`src/rtl/t08_mem_sequencer_if.sv`:
```
// Shared single-port memory bus between the sequencer (master) and the memory
// interface (slave).
// Handshake: the master holds bus_read or bus_write with stable addr/wdata/sel
// until the slave returns a one-cycle bus_ack; an ack is only meaningful while a
// request is up, and bus_rdata is valid only in the ack cycle.
interface t08_mem_sequencer_if;
  logic        bus_read;
  logic        bus_write;
  logic [31:0] bus_addr;
  logic [31:0] bus_wdata;
  logic [3:0]  bus_sel;
  logic [31:0] bus_rdata;
  logic        bus_ack;

  modport master (
    output bus_read, bus_write, bus_addr, bus_wdata, bus_sel,
    input  bus_rdata, bus_ack
  );

  modport slave (
    input  bus_read, bus_write, bus_addr, bus_wdata, bus_sel,
    output bus_rdata, bus_ack
  );
endinterface

```
`src/rtl/t08_mem_sequencer.sv`:
```
// Arbitrates the single memory bus between instruction fetch and load/store,
// and releases freeze for exactly one cycle per completed instruction.
module t08_mem_sequencer #(
  parameter logic [31:0] TIMEOUT = 32'd255,
  parameter logic [31:0] NOP     = 32'h00000013
) (
  input  logic                       clk,
  input  logic                       nrst,
  input  logic                       i_en,
  input  logic [31:0]                i_pc,
  input  logic                       i_dmem_read,
  input  logic                       i_dmem_write,
  input  logic [31:0]                i_dmem_addr,
  input  logic [31:0]                i_dmem_wdata,
  input  logic [3:0]                 i_dmem_sel,
  t08_mem_sequencer_if.master        bus,
  output logic [31:0]                o_instr_out,
  output logic                       o_instr_valid,
  output logic [31:0]                o_dmem_rdata,
  output logic                       o_dmem_done,
  output logic                       o_freeze,
  output logic                       o_err,
  output logic [2:0]                 o_state
);

  typedef enum logic [2:0] {
    S_IDLE  = 3'd0,
    S_FETCH = 3'd1,
    S_EXEC  = 3'd2,
    S_DATA  = 3'd3,
    S_DONE  = 3'd4
  } state_t;

  state_t      r_state;
  state_t      w_next;

  logic [31:0] r_addr;
  logic [31:0] r_wdata;
  logic [3:0]  r_sel;
  logic        r_is_write;
  logic [31:0] r_tmo_cnt;
  logic [31:0] r_instr;
  logic        r_instr_valid;
  logic [31:0] r_dmem_rdata;
  logic        r_err;

  logic        w_in_bus;
  logic        w_timeout;
  logic        w_complete;
  logic        w_latch_data;
  logic        w_freeze;
  logic        w_done;
  logic        w_bus_read;
  logic        w_bus_write;
  logic [31:0] w_bus_addr;
  logic [31:0] w_bus_wdata;
  logic [3:0]  w_bus_sel;

  assign w_in_bus   = (r_state == S_FETCH) || (r_state == S_DATA);
  assign w_timeout  = (TIMEOUT != 32'd0) && (r_tmo_cnt == (TIMEOUT - 32'd1));
  assign w_complete = w_in_bus && (bus.bus_ack || w_timeout);

  always_ff @(posedge clk or negedge nrst) begin
    if (!nrst) begin
      r_state <= S_IDLE;
    end else begin
      r_state <= w_next;
    end
  end

  // Bus outputs decode straight from state so an async reset drops requests at once.
  always_comb begin
    w_next       = r_state;
    w_freeze     = 1'b1;
    w_done       = 1'b0;
    w_latch_data = 1'b0;
    w_bus_read   = 1'b0;
    w_bus_write  = 1'b0;
    w_bus_addr   = 32'd0;
    w_bus_wdata  = 32'd0;
    w_bus_sel    = 4'd0;
    case (r_state)
      S_IDLE: begin
        if (i_en) begin
          w_next = S_FETCH;
        end
      end
      S_FETCH: begin
        w_bus_read = 1'b1;
        w_bus_addr = i_pc;
        w_bus_sel  = 4'hF;
        if (w_complete) begin
          w_next = S_EXEC;
        end
      end
      S_EXEC: begin
        if (i_dmem_write || i_dmem_read) begin
          w_latch_data = 1'b1;
          w_next       = S_DATA;
        end else begin
          w_freeze = 1'b0;
          w_next   = i_en ? S_FETCH : S_IDLE;
        end
      end
      S_DATA: begin
        w_bus_read  = !r_is_write;
        w_bus_write = r_is_write;
        w_bus_addr  = r_addr;
        w_bus_wdata = r_is_write ? r_wdata : 32'd0;
        w_bus_sel   = r_sel;
        if (w_complete) begin
          w_next = S_DONE;
        end
      end
      S_DONE: begin
        w_freeze = 1'b0;
        w_done   = 1'b1;
        w_next   = i_en ? S_FETCH : S_IDLE;
      end
      default: begin
        w_next = S_IDLE;
      end
    endcase
  end

  always_ff @(posedge clk or negedge nrst) begin
    if (!nrst) begin
      r_addr        <= 32'd0;
      r_wdata       <= 32'd0;
      r_sel         <= 4'd0;
      r_is_write    <= 1'b0;
      r_tmo_cnt     <= 32'd0;
      r_instr       <= NOP;
      r_instr_valid <= 1'b0;
      r_dmem_rdata  <= 32'd0;
      r_err         <= 1'b0;
    end else begin
      // Store wins when the decoder flags both load and store.
      if (w_latch_data) begin
        r_is_write <= i_dmem_write;
        r_addr     <= i_dmem_addr;
        r_sel      <= i_dmem_sel;
        if (i_dmem_write) begin
          r_wdata <= i_dmem_wdata;
        end
      end

      // FETCH and DATA are never adjacent, so the count is always zero on entry.
      if (!w_in_bus || w_complete) begin
        r_tmo_cnt <= 32'd0;
      end else begin
        r_tmo_cnt <= r_tmo_cnt + 32'd1;
      end

      if ((r_state == S_FETCH) && w_complete) begin
        r_instr       <= bus.bus_ack ? bus.bus_rdata : NOP;
        r_instr_valid <= 1'b1;
      end else if ((w_next != r_state) && ((w_next == S_FETCH) || (w_next == S_IDLE))) begin
        r_instr_valid <= 1'b0;
      end

      if ((r_state == S_DATA) && w_complete && !r_is_write) begin
        r_dmem_rdata <= bus.bus_ack ? bus.bus_rdata : 32'd0;
      end

      // A real ack in the same cycle as the timeout is a normal completion.
      if (w_complete && !bus.bus_ack) begin
        r_err <= 1'b1;
      end
    end
  end

  assign bus.bus_read   = w_bus_read;
  assign bus.bus_write  = w_bus_write;
  assign bus.bus_addr   = w_bus_addr;
  assign bus.bus_wdata  = w_bus_wdata;
  assign bus.bus_sel    = w_bus_sel;

  assign o_instr_out    = r_instr;
  assign o_instr_valid  = r_instr_valid;
  assign o_dmem_rdata   = r_dmem_rdata;
  assign o_dmem_done    = w_done;
  assign o_freeze       = w_freeze;
  assign o_err          = r_err;
  assign o_state        = r_state;

endmodule

```
`src/flat_wrapper.sv`:
```
// flat-port wrapper written by rule: the top's interface ports become plain ports
module t08_mem_sequencer_flat 
#(
  parameter logic [31:0] TIMEOUT = 32'd255,
  parameter logic [31:0] NOP     = 32'h00000013
)
  (clk, nrst, i_en, i_pc, i_dmem_read, i_dmem_write, i_dmem_addr, i_dmem_wdata, i_dmem_sel, o_instr_out, o_instr_valid, o_dmem_rdata, o_dmem_done, o_freeze, o_err, o_state, bus_bus_read, bus_bus_write, bus_bus_addr, bus_bus_wdata, bus_bus_sel, bus_bus_rdata, bus_bus_ack);
  t08_mem_sequencer_if bus_i ();
  input  logic clk;
  input  logic nrst;
  input  logic i_en;
  input  logic [31:0] i_pc;
  input  logic i_dmem_read;
  input  logic i_dmem_write;
  input  logic [31:0] i_dmem_addr;
  input  logic [31:0] i_dmem_wdata;
  input  logic [3:0] i_dmem_sel;
  output logic [31:0] o_instr_out;
  output logic o_instr_valid;
  output logic [31:0] o_dmem_rdata;
  output logic o_dmem_done;
  output logic o_freeze;
  output logic o_err;
  output logic [2:0] o_state;
  output wire logic [$bits(bus_i.bus_read)-1:0] bus_bus_read;
  output wire logic [$bits(bus_i.bus_write)-1:0] bus_bus_write;
  output wire logic [$bits(bus_i.bus_addr)-1:0] bus_bus_addr;
  output wire logic [$bits(bus_i.bus_wdata)-1:0] bus_bus_wdata;
  output wire logic [$bits(bus_i.bus_sel)-1:0] bus_bus_sel;
  input wire logic [$bits(bus_i.bus_rdata)-1:0] bus_bus_rdata;
  input wire logic [$bits(bus_i.bus_ack)-1:0] bus_bus_ack;
  assign bus_bus_read = bus_i.bus_read;
  assign bus_bus_write = bus_i.bus_write;
  assign bus_bus_addr = bus_i.bus_addr;
  assign bus_bus_wdata = bus_i.bus_wdata;
  assign bus_bus_sel = bus_i.bus_sel;
  assign bus_i.bus_rdata = bus_bus_rdata;
  assign bus_i.bus_ack = bus_bus_ack;
  t08_mem_sequencer #(.TIMEOUT(TIMEOUT), .NOP(NOP)) u_core (.clk(clk), .nrst(nrst), .i_en(i_en), .i_pc(i_pc), .i_dmem_read(i_dmem_read), .i_dmem_write(i_dmem_write), .i_dmem_addr(i_dmem_addr), .i_dmem_wdata(i_dmem_wdata), .i_dmem_sel(i_dmem_sel), .bus(bus_i), .o_instr_out(o_instr_out), .o_instr_valid(o_instr_valid), .o_dmem_rdata(o_dmem_rdata), .o_dmem_done(o_dmem_done), .o_freeze(o_freeze), .o_err(o_err), .o_state(o_state));
endmodule
```
`config.mk`:
```
export PLATFORM = sky130hd
export DESIGN_NAME = t08_mem_sequencer_flat
export DESIGN_NICKNAME = d
export VERILOG_FILES = /design/src/rtl/t08_mem_sequencer_if.sv /design/src/rtl/t08_mem_sequencer.sv /design/src/flat_wrapper.sv
export SDC_FILE = /design/constraint.sdc
export NUM_CORES = 1
export LEC_CHECK = 0
export CAP_MARGIN = 30
export CELL_PAD_IN_SITES_DETAIL_PLACEMENT = 0
export CELL_PAD_IN_SITES_GLOBAL_PLACEMENT = 1
export CORE_MARGIN = 2
export CORE_UTILIZATION = 30
export DETAILED_ROUTE_END_ITERATION = 10
export GPL_ROUTABILITY_DRIVEN = 0
export PLACE_DENSITY_LB_ADDON = 0.12
export SLEW_MARGIN = 0
export SYNTH_ARGS = -nofsm -noshare
export SYNTH_HDL_FRONTEND = slang
export SYNTH_SLANG_ARGS = --single-unit
export TNS_END_PERCENT = 20
```
`constraint.sdc`:
```
create_clock -name clk -period 1.95 [get_ports clk]
set_input_delay 0.39 -clock clk [delete_from_list [all_inputs] [get_ports clk]]
set_output_delay 0.39 -clock clk [all_outputs]
set_load 0.01 [all_outputs]
```
=== Word level (Yosys, flattened, before mapping) ===
Index checks and enable logic that the tools add are counted.
Widths: inputs -> output; s select.

* Flip-flop bits (word level): 170
* Bits of input ports: 138
* Output and inout port bits: 141
* Word-level logic and storage cells: 57

* Add/subtract/negate cells: 1
* Eq/ne operators: 7
* Muxes and demuxes: 21
* Reductions and logical operators: 18

{| class="wikitable"
|+ Operator list
! cell !! count
|-
| $mux 32 || 5
|-
| $pmux 32 s2 || 1
|-
| $add 32x1->32 const B || 1
|-
| $eq 32x8->1 const B || 1
|-
| $pmux 3 s5 || 1
|-
| $mux 3 || 4
|-
| $pmux 4 s2 || 1
|-
| $mux 1 || 7
|-
| $eq 3x1->1 const B || 2
|-
| $eq 3x2->1 const B || 2
|-
| $logic_and 1x1->1 || 6
|-
| $logic_not 3->1 || 2
|-
| $logic_or 1x1->1 || 5
|-
| $pmux 1 s2 || 2
|-
| $eq 3x3->1 const B || 1
|-
| $logic_not 1->1 || 3
|-
| $ne 3x3->1 || 1
|-
| $reduce_and 2->1 || 1
|-
| $reduce_bool 2->1 || 1
|}

=== Depth between registers and ports, before layout ===
Gate-level depths: netlist of the first run.

* Word-level depth: 10
* Gate-level depth with buffers: 9
* Mapped depth without buffers: 7

=== Worst setup path after synthesis of the first run ===
OpenSTA, ideal clock, no wires.

* Kind: flip-flop to flip-flop
* From: register u_core.r_tmo_cnt[0]
* To: register u_core.r_dmem_rdata[0] (netlist: u_core.o_dmem_rdata[0])
* Setup time: 0.121 ns
* Arrival: 1.754 ns
* Data required time: 1.829 ns
* Slack: 0.075 ns
* Cell stages (with the launch flop): 9
* Path buffers: 1
* Period minus slack after synthesis: 1.875 ns
* Cells stage by stage: dfrtp_1 > inv_1 > ha_1 > nor4b_1 > nand4_1 > o21ai_2 > nand2_1 > clkbuf_1 > a22o_1

* Longest elaborated chain between the ends: 5

{| class="wikitable"
|+ Ends and longest elaborated chain
! what !! RTL line !! source
|-
| start, declared || t08_mem_sequencer.sv:41 || <nowiki>logic [31:0] r_tmo_cnt;</nowiki>
|-
| start signal, assigned || t08_mem_sequencer.sv:152 || <nowiki>r_tmo_cnt <= r_tmo_cnt + 32'd1;</nowiki>
|-
| $eq 32x8->1 || t08_mem_sequencer.sv:60 || <nowiki>assign w_timeout = (TIMEOUT != 32'd0) && (r_tmo_cnt == (TIMEOUT - 32'd1));</nowiki>
|-
| $logic_or 1x1->1 || t08_mem_sequencer.sv:61 || <nowiki>assign w_complete = w_in_bus && (bus.bus_ack || w_timeout);</nowiki>
|-
| $logic_and 1x1->1 || t08_mem_sequencer.sv:61 ||
|-
| $logic_and 1x1->1 (2 in a row) || t08_mem_sequencer.sv:162 || <nowiki>if ((r_state == S_DATA) && w_complete && !r_is_write) begin</nowiki>
|-
| end signal, assigned || t08_mem_sequencer.sv:163 || <nowiki>r_dmem_rdata <= bus.bus_ack ? bus.bus_rdata : 32'd0;</nowiki>
|-
| end, declared || t08_mem_sequencer.sv:44 || <nowiki>logic [31:0] r_dmem_rdata;</nowiki>
|}

No other way between the ends.
A chain may end at the register's enable or synchronous reset.

=== Worst setup path in the final report of the first run ===
* From: register u_core.r_state[1] (netlist: u_core.o_state[1])
* To: output port o_freeze

* Longest elaborated chain between the ends: 2
* Elaborated cells on any way between the ends: 3
* Classes of those cells: eq/ne: 2; mux: 1

{| class="wikitable"
|+ Ends and longest elaborated chain
! what !! RTL line !! source
|-
| start, declared || t08_mem_sequencer.sv:34 || <nowiki>state_t r_state;</nowiki>
|-
| start signal, assigned || t08_mem_sequencer.sv:67 || <nowiki>r_state <= w_next;</nowiki>
|-
| $eq 3x3->1 / $eq 3x2->1 (equally long branches) || t08_mem_sequencer.sv:82 || <nowiki>case (r_state)</nowiki>
|-
| $pmux 1 s2 * || t08_mem_sequencer.sv:82 ||
|-
| end, declared || flat_wrapper.sv:22 || <nowiki>output logic o_freeze;</nowiki>
|}

Every way passes the cells marked *; elsewhere a longest branch is shown, timed or not.

==> results of run 1 <==
## final cells by class
| cell class | count | area [um2] | share of cell area |
|---|---|---|---|
| clock inverter | 15 | 174 | 0.0150 |
| clock buffer | 17 | 425 | 0.0367 |
| sequential | 170 | 4260 | 0.367 |
| tap | 324 | 405 | 0.0349 |
| inverter | 9 | 33.8 | 0.00291 |
| multi-input combinational | 408 | 3160 | 0.272 |
| antenna | 1 | 2.50 | 0.000216 |
| timing repair buffer | 334 | 3140 | 0.271 |
## routing by layer
layer,vias up,track usage
met5,-,0
met4,0,0.0539
met3,22,0.0702
met2,190,0.290
met1,2980,0.218
li1,2830,-
## what timing repair did
item | in CTS | in global routing
buffers inserted | 7 | 2
endpoints found under the setup margin | 177 | 192
cloned | 2 | 1
pin swaps | 4 | 7
hold endpoints to repair | 34 | 0
hold buffers | 1 | 0
resized for setup | 331 | 36
## worst max-delay path, cell delays in order (launching register included)
cell and delay, ps:
dfrtp_2 420, buf_12 130, buf_12 140, xnor2_1 120, or3_4 330, buf_6 130
## state kept, by name, indices dropped and copies added (netlist names)
| name | flops |
|---|---|
| u_core.o_dmem_rdata | 32 |
| u_core.o_instr_out | 32 |
| u_core.r_addr | 32 |
| u_core.r_tmo_cnt | 32 |
| u_core.r_wdata | 32 |
| u_core.r_sel | 4 |
| u_core.o_state | 3 |
| u_core.o_err | 1 |
| u_core.o_instr_valid | 1 |
| u_core.r_is_write | 1 |
## cell families after synthesis
kind of cell / count (synthesis)
adder cells (fa/ha/maj): 2
AO/OA/AOI/OAI: 84
buffers and inverters: 49
flip-flops: 170
AND/OR/NAND/NOR: 196
XOR/XNOR: 30
multiplexers: 96
## power by group
group	leakage, uW	internal [uW]	switching [uW]
Combinational	0.00277	3990	3060
Clock	0.000293	1830	1610
Sequential	0.00212	4950	772
## worst paths after layout
| kind | from | end | slack [ps] | cells past startpoint |
|---|---|---|---|---|
| min in group clk | u_core.r_wdata[26]$_DFFE_PN0P_ | u_core.r_wdata[26]$_DFFE_PN0P_ | 500 | 1 |
| worst min-delay path | nrst | u_core.r_tmo_cnt[5]$_DFF_PN0_ | 460 | 2 |
| worst max-delay path | u_core.o_state[1]$_DFF_PN0_ | o_freeze | -150 | 5 |
| worst min register to register | u_core.r_wdata[26]$_DFFE_PN0P_ | u_core.r_wdata[26]$_DFFE_PN0P_ | 500 | 1 |
| max in group asynchronous | nrst | u_core.r_addr[23]$_DFFE_PN0P_ | 870 | 3 |
| worst max register to register | u_core.r_tmo_cnt[0]$_DFF_PN0_ | u_core.o_instr_out[7]$_DFFE_PN0P_ | 60 | 8 |
## stage by stage
| step | total power (uW) | TNS (ps) | hold WS (ps) | utilization | instances |
|---|---|---|---|---|---|
| floorplan | 8900 | 0 | 94.4 | - | 627 |
| global placement | 12700 | -16390 | 352 | 0.451 | 1235 |
| detailed placement | 12800 | -16830 | 354 | 0.451 | 1235 |
| CTS | 16300 | -7510 | 482 | 0.471 | 1276 |
| global route | 17200 | -9900 | 480 | 0.476 | 1278 |
| finish | 16200 | -3780 | 458 | 0.476 | 1278 |
## cell usage in the layout (no fill, tap or decap), types with 3 or more instances in the layout
master and instances:
clkinv_8 3, mux2_2 64, nand3_1 7, buf_4 35, o21ai_0 7, inv_1 9, a22o_1 61, nand2_1 22
a21oi_1 7, buf_2 62, nor2_2 8, a21oi_2 3, nor3_1 3, inv_8 3, buf_6 13, mux2i_1 31
and3_2 3, and2_1 30, clkbuf_16 18, clkdlybuf4s50_1 199, dfstp_2 3, xor2_1 16, xnor2_1 14, nor2_1 72
nand4_1 13, dfrtp_1 165, dlygate4sd2_1 5, and2_4 4, inv_6 5, nor4_1 4, buf_12 16, nor3_2 3
==> impl_metrics.toml, run 1 <==
[logic_synthesis]
synth.top_cell.area_share = 0.558
syn_area_um2 = 7480
synth_most_common_cell = "dfrtp_1"
synth-xor-area-share = 0.0351
avgSynthCellArea_um2 = 11.9
synthTopCellsByArea = "dfrtp_1, mux2_2, a22o_1, mux2i_1, nor2_1"
syn_nets = 767
synth_compound_area_frac = 0.0889
ys_seq_area_frac = 0.569
synthAdderAreaFrac = 0.00334
synthTopCellsByCount = "dfrtp_1, nor2_1, mux2_2"
synthArstFlopShare = 1.00
ys.flop_type = "dfrtp_1"
synthMuxAreaShare = 0.139
syn_inst = 627
synthSimpleGateAreaFrac = 0.137
ys_types = 43
yosysWarnings = 0
synth_top_family_by_area = "multiplexers"
synth-edff-count = 0
synth_seq_cells = 170
yosysTopAreaCell = "dfrtp_1"

[final_layout]
fin_nets = 1080
finalInstanceArea_um2 = 11600
area_growth_pct = 55.0
fillers = 2262
drive_gt1_frac = 0.286

[setup_path]
path_class = "reg2out"
required_ps = 1560
cp_max_fo = 8
cp_data_arrival_time_ps = 1710
end_kind = "primary output"
start_kind = "flop"

[pwr]
ir_worst_vdd_v = 0.000698
powerDensity_nw_per_um2 = 1400
total_leakage_power_uw = 0.00518

[detailed_routing]
routed-wl-met3_um = 1910
top_layer = "met4"
ant_nets = 0
drt_iter0_drc = 238
routedWlPerCell_um = 17.8
dr.pass1.iters = 4
wl_met1_um = 9390
wl_met2_um = 11000
avgViaCountPerCell = 4.71
wl_um = 22800
vias = 6022
post-route-drc-count = 0

[global_route]
grt.overflow.total = 0
track_usage = 0.178
grt_pass1_wl_um = 36700
grt_pass1_vias = 6607
antenna_found_initial = 1
grt_max_degree = 48

[status]
violations = "negative setup slack"
status = "finished, violations left"

[place]
hpwl_um = 16100
dpl_cell_area_um2 = 11000
port_buffers = 278
pre_cts_ws_ps = -408

[timing]
min_period_ps = 2100
rsz0062_at_grt = "true"
worstMarginPinSlew_ps = 447
fmax_ghz = 0.477
hold_viol_final = 0
skew_ps = 13.1
period_share = 1.08
relSlewSlack = 0.702
slew_violations = 0
finalSetupViolCount = 70
setup_ws_ps = -147

[clock_network]
cts_tree = "done"
insertion_delay_ps = 440
root_buffer = "clkbuf_16"
h-tree-depth = 4
clock_path_buffers = 2
cts_made_buffers = 17
cts_sinks = 170
clk_pin_slew_ps = 70

[worst_hold_path]
hold_class = "in2async"

[floorplanning]
die_w_um = 162
core_area_um2 = 24400
design.die.area_um2 = 26200
start_util = 0.307
die_h_um = 162
ios = 279
std_cell_rows = 57

[flow_run]
maxCapViolCount = 0
Power figures use the tool's default switching activity.
==> run 2, diff against run 1 <==
- ABC_AREA: default -> 1
- RECOVER_POWER: default -> 50
==> run 2 against run 1 <==
  * The run still ends with negative setup slack left
  * Hold slack lost 5.4 ps
  * Register-to-register slack lost 90 ps
  * Wire length grew 13%
  * Worst setup slack lost 6.3 ps
  * Die area grew 5.1%
  * Total power grew 1.3%
  * First-iteration DRC count grew 84%
  * Maximum frequency shrank 0.30%
  * Largest power group unchanged
==> impl_metrics.toml, run 2 <==
[floorplanning]
start_util = 0.304
ios = 279
die_w_um = 166
std_cell_rows = 59
design.die.area_um2 = 27600
core_area_um2 = 25900
die_h_um = 166

[worst_hold_path]
hold_class = "reg2reg"

[final_layout]
drive_gt1_frac = 0.253
area_growth_pct = 54.4
final_common_cell = "nand2_1"
fin_nets = 1349
final_cell_mix = "nand2_1, clkdlybuf4s50_1, dfrtp_1"
diodes = 0

[pwr]
powerDensity_nw_per_um2 = 1350
clock_power_share = 0.210
intPower_uw = 10400
p_total_uw = 16400
net-switching-power_uw = 6020
ir_worst_vdd_v = 0.000632
p_comb_frac = 0.448
seq_power_share = 0.342
total_leakage_power_uw = 0.00555
swShare = 0.367

[detailed_routing]
post-route-drc-count = 0
wl_um = 25700
vias = 7013
ant_nets = 0
drt_iter0_drc = 439
avgViaCountPerCell = 4.50
routedWlPerCell_um = 16.5
dr.pass1.iters = 5

[status]
status = "finished, violations left"
violations = "negative setup slack"

[global_route]
grt_max_degree = 61
antenna_found_initial = 0
grt_pass1_wl_um = 40900
track_usage = 0.188
grt.overflow.total = 0
grt_pass1_vias = 7372

[timing]
relSlewSlack = 0.322
skew_ps = 16.3
slew_violations = 0
period_share = 1.08
hold_viol_final = 0
worstMarginPinSlew_ps = 1020
setup_ws_ps = -154
rsz0062_at_grt = "true"
setup_tns_ps = -6990
fmax_ghz = 0.475
finalSetupViolCount = 76
min_period_ps = 2100

[clock_network]
root_buffer = "clkbuf_16"
insertion_delay_ps = 430
h-tree-depth = 4
cts_made_buffers = 17
clk_pin_slew_ps = 70
cts_tree = "done"
clock_path_buffers = 2
cts_sinks = 170

[logic_synthesis]
avgSynthCellArea_um2 = 8.96
syn_nets = 1019
yosysTopAreaCell = "dfrtp_1"
yosysWarnings = 0
synth-edff-count = 0
synthArstFlopShare = 1.00
synth_most_common_cell = "nand2_1"
syn_area_um2 = 7880
synthTopCellsByArea = "dfrtp_1, nand2_1, mux2_2, nor2_1, a22o_1"
synth_seq_cells = 170
ys_types = 39
ys_seq_area_frac = 0.541
syn_inst = 879
ys.flop_type = "dfrtp_1"
synthTopCellsByCount = "nand2_1, dfrtp_1, nor2_1"
synth.top_cell.area_share = 0.531

[flow_run]
maxCapViolCount = 0

[setup_path]
required_ps = 1560
cp_max_fo = 5
cp_data_arrival_time_ps = 1710
rrSetupSlack_ps = -30
start_kind = "flop"
end_kind = "primary output"
path_class = "reg2out"

[place]
hpwl_um = 18300
pre_cts_ws_ps = -139
port_buffers = 278
[run 2: worst paths after layout]
check / end / from / cells after the start
worst max-delay path: bus_bus_addr[11] / u_core.o_state[1]$_DFF_PN0_ / 6
worst min-delay path: u_core.r_tmo_cnt[0]$_DFF_PN0_ / u_core.r_tmo_cnt[0]$_DFF_PN0_ / 1
worst max register to register: u_core.o_dmem_rdata[1]$_DFFE_PN0P_ / u_core.r_tmo_cnt[0]$_DFF_PN0_ / 11
max in group asynchronous: u_core.o_dmem_rdata[16]$_DFFE_PN0P_ / nrst / 3
min in group asynchronous: u_core.r_tmo_cnt[19]$_DFF_PN0_ / nrst / 2
worst min register to register: u_core.r_tmo_cnt[0]$_DFF_PN0_ / u_core.r_tmo_cnt[0]$_DFF_PN0_ / 1
[run 2: logic make-up (layout without fill, tap and decap cells)]
kind of cell    count (synthesis)  in the layout  synth area share
buf+inv                        90            433            0.0521
fa+ha+maj                       2              2           0.00318
flops                         170            170             0.541
simple gates                  450            450             0.233
compound gates                122            122             0.110
xor+xnor                       13             13            0.0145
mux                            32             32            0.0458
[run 2: cell type report]
type	instances	area, um2
fillers	2575	13800
flip-flops and latches	170	4260
multi-input cells	619	3380
repair buffers	353	3290
clock buffers	18	439
well taps	335	419
inverters	48	188
clock inverters	14	179
[run 2: routing by layer]
metal / GRT usage / part of all wire / vias to the layer above
met1: 0.238 / 0.44 / 3304
li1: - / - / 3506
met4: 0.0461 / 0.014 / 0
met5: 0 / 0 / -
met3: 0.0551 / 0.068 / 18
met2: 0.316 / 0.48 / 185
[run 2: power by group through the flow]
stage,registers [uW],clock network (uW),logic [uW]
3_5_place_dp,5660,0,7060
4_1_cts,5620,3560,7350
6_report,5610,3450,7360
5_1_grt,5770,3700,8040
3_3_place_gp,5650,0,7010
2_1_floorplan,5760,0,3030
[run 2: worst max-delay path, cell delays in order, from the launching register on]
cell and delay [ps]:
dfrtp_2 420, buf_6 130, nor3_4 180, buf_12 170, buf_8 130, a22o_1 130, buf_2 130
[run 2: through the flow]
| step | cells | hold WS (ps) | utilization | instance area, um2 |
|---|---|---|---|---|
| CTS | 1556 | 448 | 0.467 | 12100 |
| global placement | 1507 | 349 | 0.444 | 11500 |
| global route | 1557 | 476 | 0.469 | 12200 |
| detailed placement | 1507 | 340 | 0.444 | 11500 |
| finish | 1557 | 453 | 0.469 | 12200 |
| floorplan | 879 | 94.4 | - | 7880 |
[run 2: timing repair]
action | 4_1_cts | 5_1_grt
hold buffers | 1 | 0
cloned | 3 | 1
endpoints found under the hold margin | 33 | 0
endpoints found under the setup margin | 75 | 111
gates resized for setup | 329 | 52
buffers inserted | 13 | 2
pin swaps | 6 | 2
